File: src/rtl/alu_seq_ctrl_pkg.sv
// Shared constants for the ALU command sequencer: FSM state codes, command kinds,
// write-back mux selects and the ALU no-op opcode.
package alu_seq_ctrl_pkg;

    typedef logic [2:0] state_t;

    localparam state_t ST_IDLE  = 3'd0;
    localparam state_t ST_LOAD  = 3'd1;
    localparam state_t ST_ISSUE = 3'd2;
    localparam state_t ST_WAIT  = 3'd3;
    localparam state_t ST_WB    = 3'd4;
    localparam state_t ST_RESP  = 3'd5;

    localparam logic [1:0] KIND_NOP  = 2'b00;
    localparam logic [1:0] KIND_LOAD = 2'b01;
    localparam logic [1:0] KIND_ALU  = 2'b10;
    localparam logic [1:0] KIND_ILL  = 2'b11;

    localparam logic [1:0] MUX_IR  = 2'b00;
    localparam logic [1:0] MUX_ALU = 2'b01;
    localparam logic [1:0] MUX_DIN = 2'b10;

    localparam int unsigned OP_NOP = 32'd0;

endpackage

File: src/rtl/seq_timeout_cnt.sv
// WAIT-state cycle counter: cleared outside WAIT, counts while enabled and
// flags the last permitted WAIT cycle.
module seq_timeout_cnt #(
    parameter int TIMEOUT = 16
) (
    input  logic clk,
    input  logic rst,
    input  logic clear,
    input  logic enable,
    output logic expired
);

    logic [7:0] cnt_r;

    assign expired = (cnt_r == 8'(TIMEOUT - 1));

    // Cycle counter, saturating at the expiry value
    always_ff @(posedge clk or posedge rst) begin
        if (rst) begin
            cnt_r <= 8'd0;
        end else if (clear) begin
            cnt_r <= 8'd0;
        end else if (enable && !expired) begin
            cnt_r <= cnt_r + 8'd1;
        end else begin
            cnt_r <= cnt_r;
        end
    end

endmodule

File: src/rtl/alu_seq_ctrl.sv
// Command sequencer driving a register file / ALU datapath: LOAD immediates,
// issue ALU ops, wait for results with timeout, write back and respond.
module alu_seq_ctrl
    import alu_seq_ctrl_pkg::*;
#(
    parameter int SEG_WL  = 4,
    parameter int ADR_WL  = 4,
    parameter int OP_WL   = 8,
    parameter int TIMEOUT = 16
) (
    input  logic              clk,
    input  logic              a_reset_h,
    input  logic              cmd_valid,
    output logic              cmd_ready,
    input  logic [1:0]        cmd_kind,
    input  logic [OP_WL-1:0]  cmd_op,
    input  logic [SEG_WL-1:0] cmd_seg,
    input  logic [ADR_WL-1:0] cmd_dst,
    input  logic [ADR_WL-1:0] cmd_src_a,
    input  logic [ADR_WL-1:0] cmd_src_b,
    input  logic [15:0]       cmd_imm,
    input  logic              alu_valid,
    input  logic [15:0]       alu_data,
    output logic [SEG_WL-1:0] seg_reg,
    output logic [ADR_WL-1:0] adr_reg_a,
    output logic [ADR_WL-1:0] adr_reg_b,
    output logic [OP_WL-1:0]  op_in,
    output logic [1:0]        mux_sel,
    output logic              we,
    output logic [15:0]       data_out,
    output logic              rsp_valid,
    input  logic              rsp_ready,
    output logic [15:0]       rsp_data,
    output logic              rsp_err
);

    localparam logic [OP_WL-1:0]  OP_NOP_W = OP_WL'(OP_NOP);
    localparam logic [SEG_WL-1:0] SEG_ZERO = {SEG_WL{1'b0}};
    localparam logic [ADR_WL-1:0] ADR_ZERO = {ADR_WL{1'b0}};

    state_t             state_r, state_nxt_s;
    logic [SEG_WL-1:0]  seg_r, seg_n_s;
    logic [ADR_WL-1:0]  dst_r, dst_n_s, src_a_r, src_a_n_s, src_b_r, src_b_n_s;
    logic [OP_WL-1:0]   op_r, op_n_s;
    logic [15:0]        imm_r, imm_n_s, alu_cap_r, alu_cap_nxt_s;
    logic               handshake_s, expired_s;

    logic               cmd_ready_r, cmd_ready_nxt_s;
    logic [SEG_WL-1:0]  seg_reg_r, seg_reg_nxt_s;
    logic [ADR_WL-1:0]  adr_a_r, adr_a_nxt_s, adr_b_r, adr_b_nxt_s;
    logic [OP_WL-1:0]   op_in_r, op_in_nxt_s;
    logic [1:0]         mux_sel_r, mux_sel_nxt_s;
    logic               we_r, we_nxt_s, rsp_valid_r, rsp_valid_nxt_s, rsp_err_r, rsp_err_nxt_s;
    logic [15:0]        data_out_r, data_out_nxt_s, rsp_data_r, rsp_data_nxt_s;

    seq_timeout_cnt #(.TIMEOUT(TIMEOUT)) u_timeout (
        .clk     (clk),
        .rst     (a_reset_h),
        .clear   (state_r != ST_WAIT),
        .enable  (state_r == ST_WAIT),
        .expired (expired_s)
    );

    // Next state, response values, and outputs decoded from the next state so they leave a flop
    always_comb begin
        handshake_s     = (state_r == ST_IDLE) && cmd_valid;
        seg_n_s         = handshake_s ? cmd_seg   : seg_r;
        dst_n_s         = handshake_s ? cmd_dst   : dst_r;
        src_a_n_s       = handshake_s ? cmd_src_a : src_a_r;
        src_b_n_s       = handshake_s ? cmd_src_b : src_b_r;
        op_n_s          = handshake_s ? cmd_op    : op_r;
        imm_n_s         = handshake_s ? cmd_imm   : imm_r;
        state_nxt_s     = state_r;
        rsp_data_nxt_s  = rsp_data_r;
        rsp_err_nxt_s   = rsp_err_r;
        alu_cap_nxt_s   = alu_cap_r;

        case (state_r)
            ST_IDLE: begin
                if (cmd_valid) begin
                    case (cmd_kind)
                        KIND_LOAD: state_nxt_s = ST_LOAD;
                        KIND_ALU:  state_nxt_s = ST_ISSUE;
                        KIND_NOP: begin
                            state_nxt_s    = ST_RESP;
                            rsp_data_nxt_s = 16'h0000;
                            rsp_err_nxt_s  = 1'b0;
                        end
                        KIND_ILL: begin
                            state_nxt_s    = ST_RESP;
                            rsp_data_nxt_s = 16'h0000;
                            rsp_err_nxt_s  = 1'b1;
                        end
                        default: begin
                            state_nxt_s    = ST_RESP;
                            rsp_data_nxt_s = 16'h0000;
                            rsp_err_nxt_s  = 1'b1;
                        end
                    endcase
                end else begin
                    state_nxt_s = ST_IDLE;
                end
            end
            ST_LOAD: begin
                state_nxt_s    = ST_RESP;
                rsp_data_nxt_s = imm_r;
                rsp_err_nxt_s  = 1'b0;
            end
            ST_ISSUE: state_nxt_s = ST_WAIT;
            ST_WAIT: begin
                // A result arriving in the expiry cycle still counts as success
                if (alu_valid) begin
                    state_nxt_s   = ST_WB;
                    alu_cap_nxt_s = alu_data;
                end else if (expired_s) begin
                    state_nxt_s    = ST_RESP;
                    rsp_data_nxt_s = 16'h0000;
                    rsp_err_nxt_s  = 1'b1;
                end else begin
                    state_nxt_s = ST_WAIT;
                end
            end
            ST_WB: begin
                state_nxt_s    = ST_RESP;
                rsp_data_nxt_s = alu_cap_r;
                rsp_err_nxt_s  = 1'b0;
            end
            ST_RESP: begin
                if (rsp_ready) begin
                    state_nxt_s    = ST_IDLE;
                    rsp_data_nxt_s = 16'h0000;
                    rsp_err_nxt_s  = 1'b0;
                end else begin
                    state_nxt_s = ST_RESP;
                end
            end
            default: begin
                state_nxt_s    = ST_IDLE;
                rsp_data_nxt_s = 16'h0000;
                rsp_err_nxt_s  = 1'b0;
            end
        endcase

        cmd_ready_nxt_s = (state_nxt_s == ST_IDLE);
        rsp_valid_nxt_s = (state_nxt_s == ST_RESP);
        seg_reg_nxt_s   = SEG_ZERO;
        adr_a_nxt_s     = ADR_ZERO;
        adr_b_nxt_s     = ADR_ZERO;
        op_in_nxt_s     = OP_NOP_W;
        mux_sel_nxt_s   = MUX_IR;
        we_nxt_s        = 1'b0;
        data_out_nxt_s  = 16'h0000;

        case (state_nxt_s)
            ST_LOAD: begin
                we_nxt_s       = 1'b1;
                mux_sel_nxt_s  = MUX_DIN;
                data_out_nxt_s = imm_n_s;
                adr_a_nxt_s    = dst_n_s;
                seg_reg_nxt_s  = seg_n_s;
            end
            ST_ISSUE, ST_WAIT: begin
                op_in_nxt_s   = op_n_s;
                adr_a_nxt_s   = src_a_n_s;
                adr_b_nxt_s   = src_b_n_s;
                seg_reg_nxt_s = seg_n_s;
            end
            ST_WB: begin
                we_nxt_s      = 1'b1;
                mux_sel_nxt_s = MUX_ALU;
                adr_a_nxt_s   = dst_n_s;
                seg_reg_nxt_s = seg_n_s;
            end
            default: begin
                we_nxt_s = 1'b0;
            end
        endcase
    end

    // State, command capture and registered outputs
    always_ff @(posedge clk or posedge a_reset_h) begin
        if (a_reset_h) begin
            state_r     <= ST_IDLE;
            seg_r       <= SEG_ZERO;
            dst_r       <= ADR_ZERO;
            src_a_r     <= ADR_ZERO;
            src_b_r     <= ADR_ZERO;
            op_r        <= OP_NOP_W;
            imm_r       <= 16'h0000;
            alu_cap_r   <= 16'h0000;
            cmd_ready_r <= 1'b1;
            seg_reg_r   <= SEG_ZERO;
            adr_a_r     <= ADR_ZERO;
            adr_b_r     <= ADR_ZERO;
            op_in_r     <= OP_NOP_W;
            mux_sel_r   <= MUX_IR;
            we_r        <= 1'b0;
            data_out_r  <= 16'h0000;
            rsp_valid_r <= 1'b0;
            rsp_data_r  <= 16'h0000;
            rsp_err_r   <= 1'b0;
        end else begin
            state_r     <= state_nxt_s;
            seg_r       <= seg_n_s;
            dst_r       <= dst_n_s;
            src_a_r     <= src_a_n_s;
            src_b_r     <= src_b_n_s;
            op_r        <= op_n_s;
            imm_r       <= imm_n_s;
            alu_cap_r   <= alu_cap_nxt_s;
            cmd_ready_r <= cmd_ready_nxt_s;
            seg_reg_r   <= seg_reg_nxt_s;
            adr_a_r     <= adr_a_nxt_s;
            adr_b_r     <= adr_b_nxt_s;
            op_in_r     <= op_in_nxt_s;
            mux_sel_r   <= mux_sel_nxt_s;
            we_r        <= we_nxt_s;
            data_out_r  <= data_out_nxt_s;
            rsp_valid_r <= rsp_valid_nxt_s;
            rsp_data_r  <= rsp_data_nxt_s;
            rsp_err_r   <= rsp_err_nxt_s;
        end
    end

    assign cmd_ready = cmd_ready_r;
    assign seg_reg   = seg_reg_r;
    assign adr_reg_a = adr_a_r;
    assign adr_reg_b = adr_b_r;
    assign op_in     = op_in_r;
    assign mux_sel   = mux_sel_r;
    assign we        = we_r;
    assign data_out  = data_out_r;
    assign rsp_valid = rsp_valid_r;
    assign rsp_data  = rsp_data_r;
    assign rsp_err   = rsp_err_r;

endmodule

File: config.mk
export PLATFORM = sky130hd
export DESIGN_NAME = alu_seq_ctrl
export DESIGN_NICKNAME = d
export VERILOG_FILES = /design/src/rtl/alu_seq_ctrl_pkg.sv /design/src/rtl/seq_timeout_cnt.sv /design/src/rtl/alu_seq_ctrl.sv
export SDC_FILE = /design/constraint.sdc
export NUM_CORES = 1
export LEC_CHECK = 0
export BUFFER_PORTS_ARGS = -buffer_cell sky130_fd_sc_hd__buf_2
export CORE_MARGIN = 1
export CORE_UTILIZATION = 48
export CTS_CLUSTER_SIZE = 30
export DETAILED_ROUTE_END_ITERATION = 16
export GPL_ROUTABILITY_DRIVEN = 0
export HOLD_SLACK_MARGIN = 0.15
export PLACE_DENSITY = 0.76
export SETUP_SLACK_MARGIN = 0.02
export SLEW_MARGIN = 20
export SYNTH_ARGS = -nofsm -noshare
export SYNTH_HDL_FRONTEND = slang
export SYNTH_SLANG_ARGS = --single-unit
File: constraint.sdc
create_clock -name clk -period 3.9 [get_ports clk]
set_input_delay 0.39 -clock clk [delete_from_list [all_inputs] [get_ports clk]]
set_output_delay 0.39 -clock clk [all_outputs]
set_load 0.01 [all_outputs]
## After elaboration in Yosys (flattened, before gate mapping)

Cells that the tools add are included.

| operators by class | value |
|---|---|
| $add $sub $neg | 1 |
| bitwise logic cells | 1 |
| reductions and logical operators | 15 |
| muxes and demuxes | 33 |
| equality and inequality tests | 21 |

Operator list:

| kind | count |
|---|---|
| $mux W16 | 7 |
| $pmux W16 S6 | 1 |
| $mux W8 | 4 |
| $mux W4 | 6 |
| $pmux W3 S5 | 1 |
| $eq A3 B2 Y1 const B | 4 |
| $eq A3 B3 Y1 const B | 4 |
| $mux W3 | 4 |
| $reduce_and A6 Y1 | 2 |
| $ne A2 B2 Y1 const B | 5 |
| $pmux W3 S3 | 1 |
| $add A8 B1 Y8 const B | 1 |
| $eq A8 B4 Y1 const B | 1 |
| $pmux W4 S2 | 1 |
| $reduce_or A2 Y1 | 4 |
| $eq A3 B1 Y1 const B | 2 |
| $logic_not A3 Y1 | 2 |
| $mux W1 | 5 |
| $eq A2 B2 Y1 const B | 2 |
| $pmux W1 S4 | 1 |
| $pmux W2 S2 | 1 |
| $reduce_or A4 Y1 | 1 |
| $ne A3 B1 Y1 const B | 1 |
| $ne A3 B2 Y1 const B | 1 |
| 8 further kinds | 9 |

| storage, ports and cells | value |
|---|---|
| input bits | 63 |
| register bits after elaboration | 125 |
| output and inout port bits | 58 |

## Logic depth before layout (Yosys ltp)

| depth | value |
|---|---|
| depth after elaboration | 8 |
| mapped depth | 10 |
| mapped depth without buffers | 8 |

## By module

A second synthesis with hierarchy kept.

| unflattened totals | value |
|---|---|
| cell total of the unflattened synthesis | 456 |
| area, all modules | 5063.6 sq um |

Modules (own cells, without submodules):

| module | sequential area each (sq um) | area each (sq um) | cells an instance | times used |
|---|---|---|---|---|
| alu_seq_ctrl | 2929.1 | 4599.4 | 407 | 1 |
| seq_timeout_cnt | 200.2 | 464.2 | 49 | 1 |

## Least setup slack after synthesis

Ideal clock, no wire load.

| timing | value |
|---|---|
| kind | reg-to-reg |
| start point | register u_timeout.cnt_r[0] |
| end point | register data_out_r[10] (netlist: data_out[10]) |
| slack | 1919 ps |
| path buffers | 2 |
| data arrival time | 1913 ps |
| cell stages (with the launch flop) | 10 |
| library setup time | 67 ps |
| path through | dfrtp_1 -> ha_1 -> and3_1 -> a21oi_2 -> o32a_2 -> inv_2 -> or3_1 -> buf_6 -> buf_12 -> nor2b_4 |

| on the way | value |
|---|---|
| word-level cells in the longest chain between the ends | 6 |

Ends and longest elaborated chain:

| what | line | RTL |
|---|---|---|
| start, declared | seq_timeout_cnt.sv:13 | `logic [7:0] cnt_r;` |
| start signal, assigned | seq_timeout_cnt.sv:24 | `cnt_r <= cnt_r + 8'd1;` |
| start signal, assigned | seq_timeout_cnt.sv:26 | `cnt_r <= cnt_r;` |
| $eq A8 B4 Y1 | seq_timeout_cnt.sv:15 | `assign expired = (cnt_r == 8'(TIMEOUT - 1));` |
| $mux W3 | alu_seq_ctrl.sv:115 | `end else if (expired_s) begin` |
| $mux W3 | alu_seq_ctrl.sv:112 | `if (alu_valid) begin` |
| $pmux W3 S5 | alu_seq_ctrl.sv:78 | `case (state_r)` |
| net state_nxt_s[2] | alu_seq_ctrl.sv:41 | `state_t state_r, state_nxt_s;` |
| $eq A3 B1 Y1 | alu_seq_ctrl.sv:154 | `case (state_nxt_s)` |
| $mux W16 | alu_seq_ctrl.sv:154 |  |
| net data_out_nxt_s[10] | alu_seq_ctrl.sv:54 | `logic [15:0] data_out_r, data_out_nxt_s, rsp_data_r, rsp_data_nxt_s;` |
| end signal, assigned | alu_seq_ctrl.sv:218 | `data_out_r <= data_out_nxt_s;` |
| end, declared | alu_seq_ctrl.sv:54 |  |

The timed path passes the listed nets, and every way through them passes these cells.
A chain may end at the register's enable or synchronous reset.

## Worst setup path in the final report

| timing | value |
|---|---|
| start point | register state_r[1] |
| end point | register data_out_r[2] (netlist: data_out[2]) |

| on the way | value |
|---|---|
| word-level cells in the longest chain between the ends | 5 |

Ends and longest elaborated chain:

| what | line | RTL |
|---|---|---|
| start, declared | alu_seq_ctrl.sv:41 |  |
| start signal, assigned | alu_seq_ctrl.sv:203 | `state_r <= state_nxt_s;` |
| $eq A3 B3 Y1 or $eq A3 B1 Y1 (tied branches) | alu_seq_ctrl.sv:78 |  |
| $reduce_or A2 Y1 (no source line) | - |  |
| $pmux W3 S5 * | alu_seq_ctrl.sv:78 |  |
| net state_nxt_s[2] | alu_seq_ctrl.sv:41 |  |
| $eq A3 B1 Y1 * | alu_seq_ctrl.sv:154 |  |
| $mux W16 * | alu_seq_ctrl.sv:154 |  |
| net data_out_nxt_s[2] | alu_seq_ctrl.sv:54 |  |

Mark *: on every way through the listed nets, which the timed path passes. The rest lies on a longest branch.

==> summary.md <==
| Metric | Value |
|---|---|
| Met1 layer wirelength in the final routing | `4.827 mm` |
| Clock Tree Root | `clkbuf_8` |
| Reg-to-Reg End | `data_out[2]$_DFF_PP0_` |
| Post-Route Skew | `0.005821 ns` |
| Synthesized Nets | `506` |
| Core area | `9910 um^2` |
| Worst reg-to-reg path cell count | `7` |
| Highest layer used for signal routing | `met4` |
| Clk Latency, worst-skew pair | `0.52 ns` |
| Async set or reset register ratio after synthesis | `100.0%` |
| Flop2flop setup slack | `1.37 ns` |
| Slew of the pin with the lowest slew margin | `0.8827 ns` |
| Crit path max-delay family | `simple AND/OR/NAND/NOR gates` |
| Worst-case setup margin in the final layout | `1.372 ns` |
| Max Buffers Root-to-Sink | `2` |
| Final setup fails | `0` |
| Distinct cell type count of the synthesized netlist | `45` |
| Primary FF master, synth | `dfrtp_1` |
| Design area | `6863 um^2` |
| Worst path slowest cell | `dfrtp_1` |
| Detailed Place HPWL | `7.398 mm` |
| Highest cell delay on the worst timing path | `0.57 ns` |
| CP Cell Sequence | `nor2b_1 -> nand2_1 -> o32a_2 -> inv_2 -> or3_1 -> buf_4 -> and2b_1` |
| Worst-case headroom to the max-slew limit | `40.98%` |
| Sequential fraction of design power | `40.2%` |
| Die width | `103.9 um` |
| Number of nets in the layout | `686` |
| Critical Path Source Type | `flip-flop` |
| Total number of clock tree sinks | `125` |
| First-pass GRT wire length | `19.73 mm` |
| Initial DRT Pass Iterations | `4` |
| Int Pwr | `3296 uW` |
| Share of the yosys chip area belonging to registers | `62.74%` |
| Req. time, crit path | `4.31 ns` |
| Number of cells on the worst hold path | `3` |
| Die Height | `103.9 um` |
| CP Data Arrival Time | `2.94 ns` |
| Run status | `complete, no violations` |
| Leak Pwr | `0.003724 uW` |
| Mean number of vias per cell | `4.976` |
| Clock power frac | `32.8%` |
| WL/cell | `15.88 um` |
| CTS tree | `done` |
| Top-level port count | `121` |
| Clock-pin slew on the worst setup and hold paths | `0.06 ns` |
| Highest attainable clock frequency | `395.5 MHz` |
| Minimum setup slack after placement | `1.462 ns` |
| Resize count post-CTS | `0` |
| Overall global routing resource usage | `23.84%` |
| Number of enable flip-flop cells after synthesis | `0` |
| Total die area | `10800 um^2` |
| Synthesis-to-layout area growth | `37.61%` |
| Count of buffer and inverter cells on the critical path | `2` |
| Number of rows created at floorplan | `36` |
| Critical register-to-register path startpoint | `state_r[1]$_DFF_PP0_` |
| Number of storage elements in the synthesis netlist | `125` |
| Crit path time final | `2.528 ns` |
| Maximum Capacitance Violations | `0` |
| Synthesized area per cell | `11.39 um^2` |
| Amount of wire on met3 after detailed routing | `687 um` |
| Kind of capture point of the worst setup path | `flip-flop` |
| Antenna Violating Nets Remaining | `0` |
| Cell area power density | `699.0 nW/um^2` |
| Post-DP Area | `5703 um^2` |
| Via count of the first global-routing pass | `4026` |
| Final Max Tran Viols | `0` |
| Net Sw Frac | `31.29%` |
| Share of final-layout standard cells stronger than drive strength 1 | `30.95%` |
| Met2 Routed Length | `6.408 mm` |
| Power share of the combinational group | `27.0%` |
| Largest vdd supply drop | `378.7 uV` |
| Hold violation total from the final report | `0` |
| Number of port buffers | `120` |
| Count of unresolved DRC violations after routing | `0` |
| Maximum number of pins on one net before global-route repair | `93` |
| Switch Pwr | `1501 uW` |
| Antenna violations before repair | `0` |
| Warnings from Yosys | `0` |
| Fillers | `688` |
| Setup repair after global routing missed its margin | `no` |
| Share of the clock period used by the worst path after layout | `64.83%` |
| Total standard cell area after synthesis | `4987 um^2` |
| Cells after DPL | `675` |
| Number of clock buffers inserted by TritonCTS | `17` |
| Crit-path max FO | `21` |
| Post-Syn Instances | `438` |
| Level count of the clock H-tree | `4` |
| DRT Wirelength | `12.12 mm` |
| Min-delay worst type | `input port to flip-flop` |
| Critical Setup Path Class | `flip-flop to flip-flop` |
| Initial Utilization | `50.33%` |
| Global-route congestion overflow total | `0` |
| Routed via count | `3797` |
| Hold Path End | `rsp_err$_DFFE_PP0P_` |
| DR iter-0 viols | `167` |
| Number of inserted diodes | `0` |
| Origin of the worst min-delay path | `rsp_ready` |
| Setup TNS Final | `0 ns` |
| Final Instance Count excl. Fillers | `763` |
[how the worst max path moves through the flow]
| stage | startpoint | endpoint | cells past startpoint |
|---|---|---|---|
| 2_1_floorplan | a_reset_h | adr_reg_a[0]$_DFF_PP0_ | 1 |
| 3_3_place_gp | u_timeout.cnt_r[0]$_DFFE_PP0P_ | data_out[0]$_DFF_PP0_ | 8 |
| 3_5_place_dp | state_r[1]$_DFF_PP0_ | data_out[0]$_DFF_PP0_ | 7 |
| 4_1_cts | state_r[1]$_DFF_PP0_ | data_out[2]$_DFF_PP0_ | 7 |
| 5_1_grt | state_r[1]$_DFF_PP0_ | data_out[2]$_DFF_PP0_ | 7 |
| 6_report | state_r[1]$_DFF_PP0_ | data_out[2]$_DFF_PP0_ | 7 |
[cell families after synthesis]
kind of cell | count (synthesis) | share of synthesized area, %
compound gates | 42 | 6.648
xor+xnor | 5 | 0.8782
fa+ha+maj | 5 | 1.254
buf+inv | 34 | 3.186
flops | 125 | 62.74
mux | 25 | 5.519
simple gates | 202 | 19.77
[metal layers]
| metal | GRT usage (%) | vias to the layer above |
|---|---|---|
| li1 | - | 1805 |
| met1 | 29.80 | 1864 |
| met2 | 39.10 | 114 |
| met3 | 6.516 | 14 |
| met4 | 10.20 | 0 |
| met5 | 0 | - |
[through the flow]
| step | utilization, % | hold WS (ns) | power (uW) |
|---|---|---|---|
| finish | 69.26 | 0.2946 | 4797 |
| global route | 69.26 | 0.2870 | 5046 |
| CTS | 69.13 | 0.1807 | 4815 |
| detailed placement | 57.55 | 0.4517 | 3179 |
| global placement | 57.49 | 0.4435 | 3114 |
| floorplan | - | 0.4345 | 2737 |
[cell type report]
type	count	area, um^2	area share, %
inverter	13	53.80	0.7840
sequential	125	3129	45.60
clock buffer	23	446.7	6.509
clock inverter	8	140.1	2.042
multi-input combinational	279	1718	25.03
timing repair buffer	182	1209	17.61
tap	133	166.4	2.425
[cells in the mapped netlist (2+ instances only)]
cell,n,area (um^2)
and3_1,16,100.1
a21oi_1,5,25.02
xor2_1,3,26.28
mux2i_1,5,50.05
or3_1,3,18.77
mux2_2,20,225.2
buf_1,2,7.510
clkbuf_1,11,41.29
a21boi_0,4,30.03
o21ai_0,3,15.01
nor2b_4,9,123.9
nand3_1,9,45.04
and2b_1,3,22.52
xnor2_1,2,17.52
buf_2,6,30.03
a22oi_1,16,120.1
nor3_1,5,25.02
nor2_1,10,37.54
nand2_1,132,495.5
dfrtp_1,124,3103
o31ai_1,4,30.03
ha_1,5,62.56
nor2b_1,7,43.79
a31oi_1,2,12.51
inv_1,12,45.04
[power groups by stage]
stage / registers, uW / clock network, uW / logic, uW
2_1_floorplan: 1970 / 0 / 765
4_1_cts: 1930 / 1590 / 1290
5_1_grt: 1970 / 1650 / 1420
3_3_place_gp: 1930 / 0 / 1190
3_5_place_dp: 1940 / 0 / 1240
6_report: 1930 / 1570 / 1300
[worst min-delay path: stages]
cell	delay [ns]
buf_2	0.10
or4b_2	0.17
a311oi_1	0.10
[what timing repair did]
action | 4_1_cts | 5_1_grt
hold endpoints to repair | 56 | 90
endpoints found under the setup margin | 0 | 0
hold buffers | 56 | 1
setup buffers | 0 | 0
[cells in the final DEF, fill, tap and decap left out, types with 2 or more instances in the layout]
cell type and n:
xnor2_1 2, a21boi_0 4, clkbuf_16 16, clkbuf_8 2, and3_1 16, ha_1 5, clkbuf_1 5, dfrtp_1 124
clkinv_2 4, a31oi_1 2, nor2b_1 7, nand2_1 131, nor2_1 10, dlygate4sd3_1 57, buf_4 5, o21ai_0 3
buf_2 120, a22oi_1 16, xor2_1 3, nor3_1 4, bufinv_16 4, mux2i_1 5, inv_1 11, mux2_2 20
and2b_1 3, a21oi_1 5, o31ai_1 4, nand3_1 9, nor2b_4 9, or3_1 3
(Power assumes the default switching activity.)
